==> config.mk <==
export PLATFORM = sky130hd
export DESIGN_NAME = rvecc_scrub_ctrl
export DESIGN_NICKNAME = d
export VERILOG_FILES = /design/src/rtl/rvecc_scrub_ctrl.sv
export SDC_FILE = /design/constraint.sdc
export NUM_CORES = 1
export LEC_CHECK = 0
export CAP_MARGIN = 30
export CELL_PAD_IN_SITES_DETAIL_PLACEMENT = 0
export CELL_PAD_IN_SITES_GLOBAL_PLACEMENT = 1
export CORE_MARGIN = 2
export CORE_UTILIZATION = 41
export DETAILED_ROUTE_END_ITERATION = 16
export PLACE_DENSITY = 0.9
export RECOVER_POWER = 25
export SLEW_MARGIN = 0
export SYNTH_ARGS = -nofsm -noshare
export SYNTH_HDL_FRONTEND = slang
export SYNTH_SLANG_ARGS = --single-unit
==> constraint.sdc <==
create_clock -name clk -period 5.3 [get_ports clk]
set_input_delay 0.795 -clock clk [delete_from_list [all_inputs] [get_ports clk]]
set_output_delay 0.795 -clock clk [all_outputs]
set_load 0.01 [all_outputs]
==> src/rtl/rvecc_scrub_ctrl.sv <==
// Background SECDED scrubber for a 32-bit-data SRAM stored as {ecc[6:0], data[31:0]}.
// ecc[5:0] are Hamming check bits; check bit i covers every Hamming position with bit i set.
// Data bits sit at the non-power-of-two positions 3..38 in ascending order.
// ecc[6] is the even parity over data and ecc[5:0], so a good codeword XORs to 0.
//
// Memory handshake: mem_req is the valid and mem_gnt is the ready. A transfer happens
// on every cycle with mem_req && mem_gnt. While mem_req is high and mem_gnt is low,
// mem_we, mem_addr and mem_wdata do not change. Read data arrives on mem_rdata exactly
// one cycle after the read transfer.
module rvecc_scrub_ctrl #(
  parameter int ADDR_W = 10,
  parameter int INTV_W = 16,
  parameter int CNT_W  = 16
) (
  input  logic              clk,
  input  logic              rst_l,
  input  logic              scrub_en,
  input  logic [INTV_W-1:0] scrub_intv,
  output logic              mem_req,
  output logic              mem_we,
  output logic [ADDR_W-1:0] mem_addr,
  output logic [38:0]       mem_wdata,
  input  logic              mem_gnt,
  input  logic [38:0]       mem_rdata,
  input  logic              func_wr,
  input  logic [ADDR_W-1:0] func_waddr,
  output logic              busy,
  output logic              sbe_pulse,
  output logic              dbe_pulse,
  output logic [ADDR_W-1:0] err_addr,
  output logic [CNT_W-1:0]  sbe_cnt,
  output logic [CNT_W-1:0]  dbe_cnt,
  output logic              pass_done,
  output logic [2:0]        dbg_state
);

  localparam logic [2:0] S_IDLE = 3'd0;
  localparam logic [2:0] S_WAIT = 3'd1;
  localparam logic [2:0] S_RD   = 3'd2;
  localparam logic [2:0] S_RDAT = 3'd3;
  localparam logic [2:0] S_CHK  = 3'd4;
  localparam logic [2:0] S_WR   = 3'd5;
  localparam logic [2:0] S_NEXT = 3'd6;

  // Hamming check bits: XOR of the positions of all set data bits.
  function automatic logic [5:0] hamming_chk(input logic [31:0] d);
    logic [5:0] c;
    logic [5:0] k;
    c = '0;
    k = '0;
    for (int p = 1; p < 39; p++) begin
      if ((p & (p - 1)) != 0) begin
        if (d[k[4:0]]) c = c ^ p[5:0];
        k = k + 6'd1;
      end
    end
    return c;
  endfunction

  // Flip the data bit at Hamming position syn; positions that hold no data bit leave d unchanged.
  function automatic logic [31:0] hamming_fix(input logic [31:0] d, input logic [5:0] syn);
    logic [31:0] r;
    logic [5:0]  k;
    r = d;
    k = '0;
    for (int p = 1; p < 39; p++) begin
      if ((p & (p - 1)) != 0) begin
        if (p[5:0] == syn) r[k[4:0]] = ~d[k[4:0]];
        k = k + 6'd1;
      end
    end
    return r;
  endfunction

  logic [2:0]        state;
  logic [ADDR_W-1:0] addr;
  logic [INTV_W-1:0] intv_cnt;
  logic [38:0]       rd_q;
  logic [38:0]       wdata_q;
  logic              cancel;

  logic [5:0]  chk_c;
  logic [5:0]  syn;
  logic        par;
  logic        is_sbe;
  logic        is_dbe;
  logic [31:0] fixed;
  logic [5:0]  new_c;
  logic [38:0] new_cw;
  logic        func_hit;

  // Syndrome decode and re-encode of the captured codeword.
  always_comb begin
    chk_c    = hamming_chk(rd_q[31:0]);
    syn      = chk_c ^ rd_q[37:32];
    par      = ^rd_q;
    is_sbe   = par && (syn <= 6'd38);
    is_dbe   = par ? (syn > 6'd38) : (syn != 6'd0);
    fixed    = hamming_fix(rd_q[31:0], syn);
    new_c    = hamming_chk(fixed);
    new_cw   = {^{fixed, new_c}, new_c, fixed};
    func_hit = func_wr && (func_waddr == addr);
  end

  assign mem_req   = (state == S_RD) || (state == S_WR);
  assign mem_we    = (state == S_WR);
  assign mem_addr  = addr;
  assign mem_wdata = wdata_q;
  assign busy      = (state != S_IDLE) && (state != S_WAIT);
  assign pass_done = (state == S_NEXT) && (addr == {ADDR_W{1'b1}});
  assign dbg_state = state;

  // Step sequencer: interval wait, read, check, optional writeback, advance.
  always_ff @(posedge clk or negedge rst_l) begin
    if (!rst_l) begin
      state    <= S_IDLE;
      addr     <= '0;
      intv_cnt <= '0;
      rd_q     <= '0;
      wdata_q  <= '0;
      cancel   <= 1'b0;
    end else begin
      case (state)
        S_IDLE: begin
          if (scrub_en) begin
            intv_cnt <= scrub_intv;
            state    <= (scrub_intv == '0) ? S_RD : S_WAIT;
          end
        end
        S_WAIT: begin
          if (intv_cnt <= INTV_W'(1)) begin
            intv_cnt <= '0;
            state    <= S_RD;
          end else begin
            intv_cnt <= intv_cnt - INTV_W'(1);
          end
        end
        S_RD: begin
          // The race window opens on the read grant cycle itself.
          if (mem_gnt) begin
            cancel <= func_hit;
            state  <= S_RDAT;
          end
        end
        S_RDAT: begin
          rd_q <= mem_rdata;
          if (func_hit) cancel <= 1'b1;
          state <= S_CHK;
        end
        S_CHK: begin
          if (is_sbe) begin
            wdata_q <= new_cw;
            state   <= (cancel || func_hit) ? S_NEXT : S_WR;
          end else begin
            state <= S_NEXT;
          end
        end
        S_WR: begin
          // A colliding functional write makes our corrected data stale; abandon it.
          if (mem_gnt || func_hit) state <= S_NEXT;
        end
        S_NEXT: begin
          addr <= addr + ADDR_W'(1);
          if (scrub_en) begin
            intv_cnt <= scrub_intv;
            state    <= (scrub_intv == '0) ? S_RD : S_WAIT;
          end else begin
            state <= S_IDLE;
          end
        end
        default: state <= S_IDLE;
      endcase
    end
  end

  // Error pulses, last error address and saturating counters, all updated from CHK.
  always_ff @(posedge clk or negedge rst_l) begin
    if (!rst_l) begin
      sbe_pulse <= 1'b0;
      dbe_pulse <= 1'b0;
      err_addr  <= '0;
      sbe_cnt   <= '0;
      dbe_cnt   <= '0;
    end else begin
      sbe_pulse <= (state == S_CHK) && is_sbe;
      dbe_pulse <= (state == S_CHK) && is_dbe;
      if (state == S_CHK && (is_sbe || is_dbe)) err_addr <= addr;
      if (state == S_CHK && is_sbe && sbe_cnt != {CNT_W{1'b1}}) sbe_cnt <= sbe_cnt + CNT_W'(1);
      if (state == S_CHK && is_dbe && dbe_cnt != {CNT_W{1'b1}}) dbe_cnt <= dbe_cnt + CNT_W'(1);
    end
  end

endmodule

==> impl_metrics.env <==
export IMPL_outcome="finished, violations left"
export IMPL_violations="max-capacitance violations, max-slew violations"
export IMPL_startpoint="rd_q[21]$_DFFE_PN0P_"
export IMPL_cts_hold_buf=0
export IMPL_crit_fanout=12
export IMPL_required_ns=5.64
export IMPL_htree_levels=4
export IMPL_grt_first_pass_wirelength_mm=34.2
export IMPL_clockRootBuffer="clkbuf_16"
export IMPL_drv_cap=1
export IMPL_die_w_um=149
export IMPL_dieHeight_um=149
export IMPL_post_route_drc_count=0
export IMPL_hold_class="reg -> reg"
export IMPL_fin_tns_setup_ns=0
export IMPL_insertion_delay_ns=0.42
export IMPL_syn_nets=902
export IMPL_postRouteAntennaNets=0
export IMPL_ys_ff_latch=152
export IMPL_overflow=0
export IMPL_r2r_slack_ns=1.14
export IMPL_period_minus_slack_ns=4.16
export IMPL_drtIter0Drc=388
export IMPL_clk_pin_slew_ns=0.07
export IMPL_io_buffers=169
export IMPL_pin_count=170
export IMPL_endpoint_kind="register"
export IMPL_max_freq_mhz=240
export IMPL_start_util_pct=42.1
export IMPL_design_core_area_um2=20400
export IMPL_grt_pass1_vias=6417
export IMPL_reg2reg_from="rd_q[21]$_DFFE_PN0P_"
export IMPL_layout_nets=1065
export IMPL_track_usage_pct=19.8
export IMPL_synthFlopType="dfrtp_1"
export IMPL_critical_path_class="reg -> reg"
export IMPL_crit_path_end="mem_wdata[38]$_DFFE_PN0P_"
export IMPL_cp_start_kind="register"
export IMPL_fin_skew_ns=0.00926
export IMPL_drive_gt1_share_pct=10.5
export IMPL_syn_to_final_growth_pct=29.3
export IMPL_viasPerCell=5.10
export IMPL_fill_cells=1800
export IMPL_syn_inst=827
export IMPL_cts_resized=0
export IMPL_multi_input_area_um2=4600
export IMPL_slew_headroom_pct=-163
export IMPL_cts_setup_buffers=0
export IMPL_hp_start="err_addr[9]$_DFFE_PN0P_"
export IMPL_clock_sinks=152
export IMPL_diodes=0
export IMPL_async_flop_share_pct=100
export IMPL_yosys_warnings=0
export IMPL_grt_start_max_net_pins=72
export IMPL_setup_ws_ns=1.14
export IMPL_instances_no_fill=1273
export IMPL_setup_viol=0
export IMPL_cts_buffers=17
export IMPL_first_pass_iters=5
export IMPL_synth_edf_count=0
export IMPL_dieArea_um2=22100
export IMPL_synth_cell_types=51
export IMPL_place_ws_ns=1.24
export IMPL_hpwl_mm=16.1
export IMPL_cp_arrival_ns=4.50
export IMPL_slew_violations=72
export IMPL_tritoncts="built"
export IMPL_antenna_found_initial=0
export IMPL_vias=6490
export IMPL_yosysSeqAreaShare_pct=44.3
export IMPL_clock_path_buffers=2
export IMPL_gp_congestion=0.956
export IMPL_reg2reg_depth=10
export IMPL_syn_area_um2=8580
export IMPL_wirelength_mm=21.3
export IMPL_finalCritPeriodShare_pct=78.5
export IMPL_syn_area_per_cell_um2=10.4
export IMPL_register_area_um2=3800
export IMPL_r2r_end="mem_wdata[38]$_DFFE_PN0P_"
export IMPL_place_inst=1241
export IMPL_rows=52
export IMPL_routedWlPerCell_um=16.7
export IMPL_max_slew_worst_pin_slew_ns=3.94
export IMPL_rsz0062_at_grt="no"
export IMPL_hold_violations=0
## per-layer routing
metal	vias up	wire length [um]	global-route usage, %
met1	3127	9850	27.9
li1	3158	-	-
met5	-	0	0
met3	18	1160	3.80
met4	0	329	5.43
met2	187	9980	31.4
## cells in the final DEF (no fill, tap or decap), types with 9 or more instances in the layout
master	synthesis	routed
dfrtp_1	152	152
nor3_1	20	20
nand2_1	93	92
nor2_1	71	71
xnor3_1	23	23
xor2_1	34	34
o21ai_0	70	70
and3_1	10	10
clkbuf_16	0	17
nand3_1	17	17
xnor2_1	126	126
mux2_2	51	51
a21oi_1	25	25
nor4_1	9	9
nand4_1	12	12
inv_1	9	9
buf_4	0	13
clkdlybuf4s50_1	0	168
## critical path: stages, from the launching register on
cell and delay [ns]:
dfrtp_1 0.44, xnor2_1 0.30, xnor3_1 0.44, xnor3_1 0.70, nand2_1 0.32, nor4b_1 0.39, xnor2_1 0.18, xnor3_1 0.45
xnor3_1 0.38, xnor3_1 0.37, o21ai_1 0.11
## metrics by stage
stage          hold slack [ns]  area, um2  utilization, %
4_1_cts                  0.413      11100            54.5
3_5_place_dp             0.469      10600            51.9
5_1_grt                  0.498      11100            54.5
6_report                 0.477      11100            54.5
3_3_place_gp             0.461      10600            51.9
2_1_floorplan            0.471       8580               -
## cells by family after synthesis
group | share of synthesized area, %
fa+ha+maj | 0.729
simple gates | 13.7
compound gates | 8.17
buf+inv | 2.10
flops | 44.3
xor+xnor | 24.3
mux | 6.69
## synthesized netlist by cell type (all sizes together), types with 2 or more instances
cell type	n	area, um2
dfrtp	152	3800
xnor2	128	1140
nand2	93	349
nor2	71	267
o21ai	71	355
mux2	51	574
xor2	35	314
clkbuf	33	124
a21oi	25	125
xnor3	25	566
nor3	20	100
nand3	17	85.1
nand4	12	75.1
and3	10	62.6
inv	9	33.8
nor4	9	56.3
nor2b	6	37.5
a211oi	5	42.5
buf	5	22.5
ha	5	62.6
a22oi	4	30.0
nand2b	4	25.0
o211ai	4	30.0
and4	3	26.3
or2	3	18.8
xor3	3	71.3
a31oi	2	12.5
nor3b	2	15.0
o21bai	2	15.0
o31ai	2	15.0
or3	2	12.5
## final cells by class
class	instances	share of cell area (%)
Clock buffer	20	3.94
Sequential cell	152	34.3
Tap cell	270	3.04
Multi-Input combinational cell	628	41.5
Clock inverter	12	0.868
Inverter	9	0.304
Timing Repair Buffer	182	16.1
## how the worst min path moves through the flow
stage	cells past startpoint	to	slack, ns
floorplan	2	intv_cnt[3]$_DFFE_PN0P_	0.47
global placement	2	mem_wdata[29]$_DFFE_PN0P_	0.46
detailed placement	2	mem_wdata[29]$_DFFE_PN0P_	0.47
CTS	1	intv_cnt[2]$_DFFE_PN0P_	0.41
global route	2	mem_wdata[29]$_DFFE_PN0P_	0.50
finish	2	err_addr[9]$_DFFE_PN0P_	0.48
## flip-flops by register name, summed over array words and instances, names as in the netlist
signal and cells:
mem_wdata 39, mem_addr 10, err_addr 10, dbg_state 3, dbe_pulse 1, sbe_pulse 1, intv_cnt 16, sbe_cnt 16
cancel 1, dbe_cnt 16, rd_q 39
Power is not shown: default switching activity piles up to over one toggle a cycle in this logic, so the estimate is an artifact.
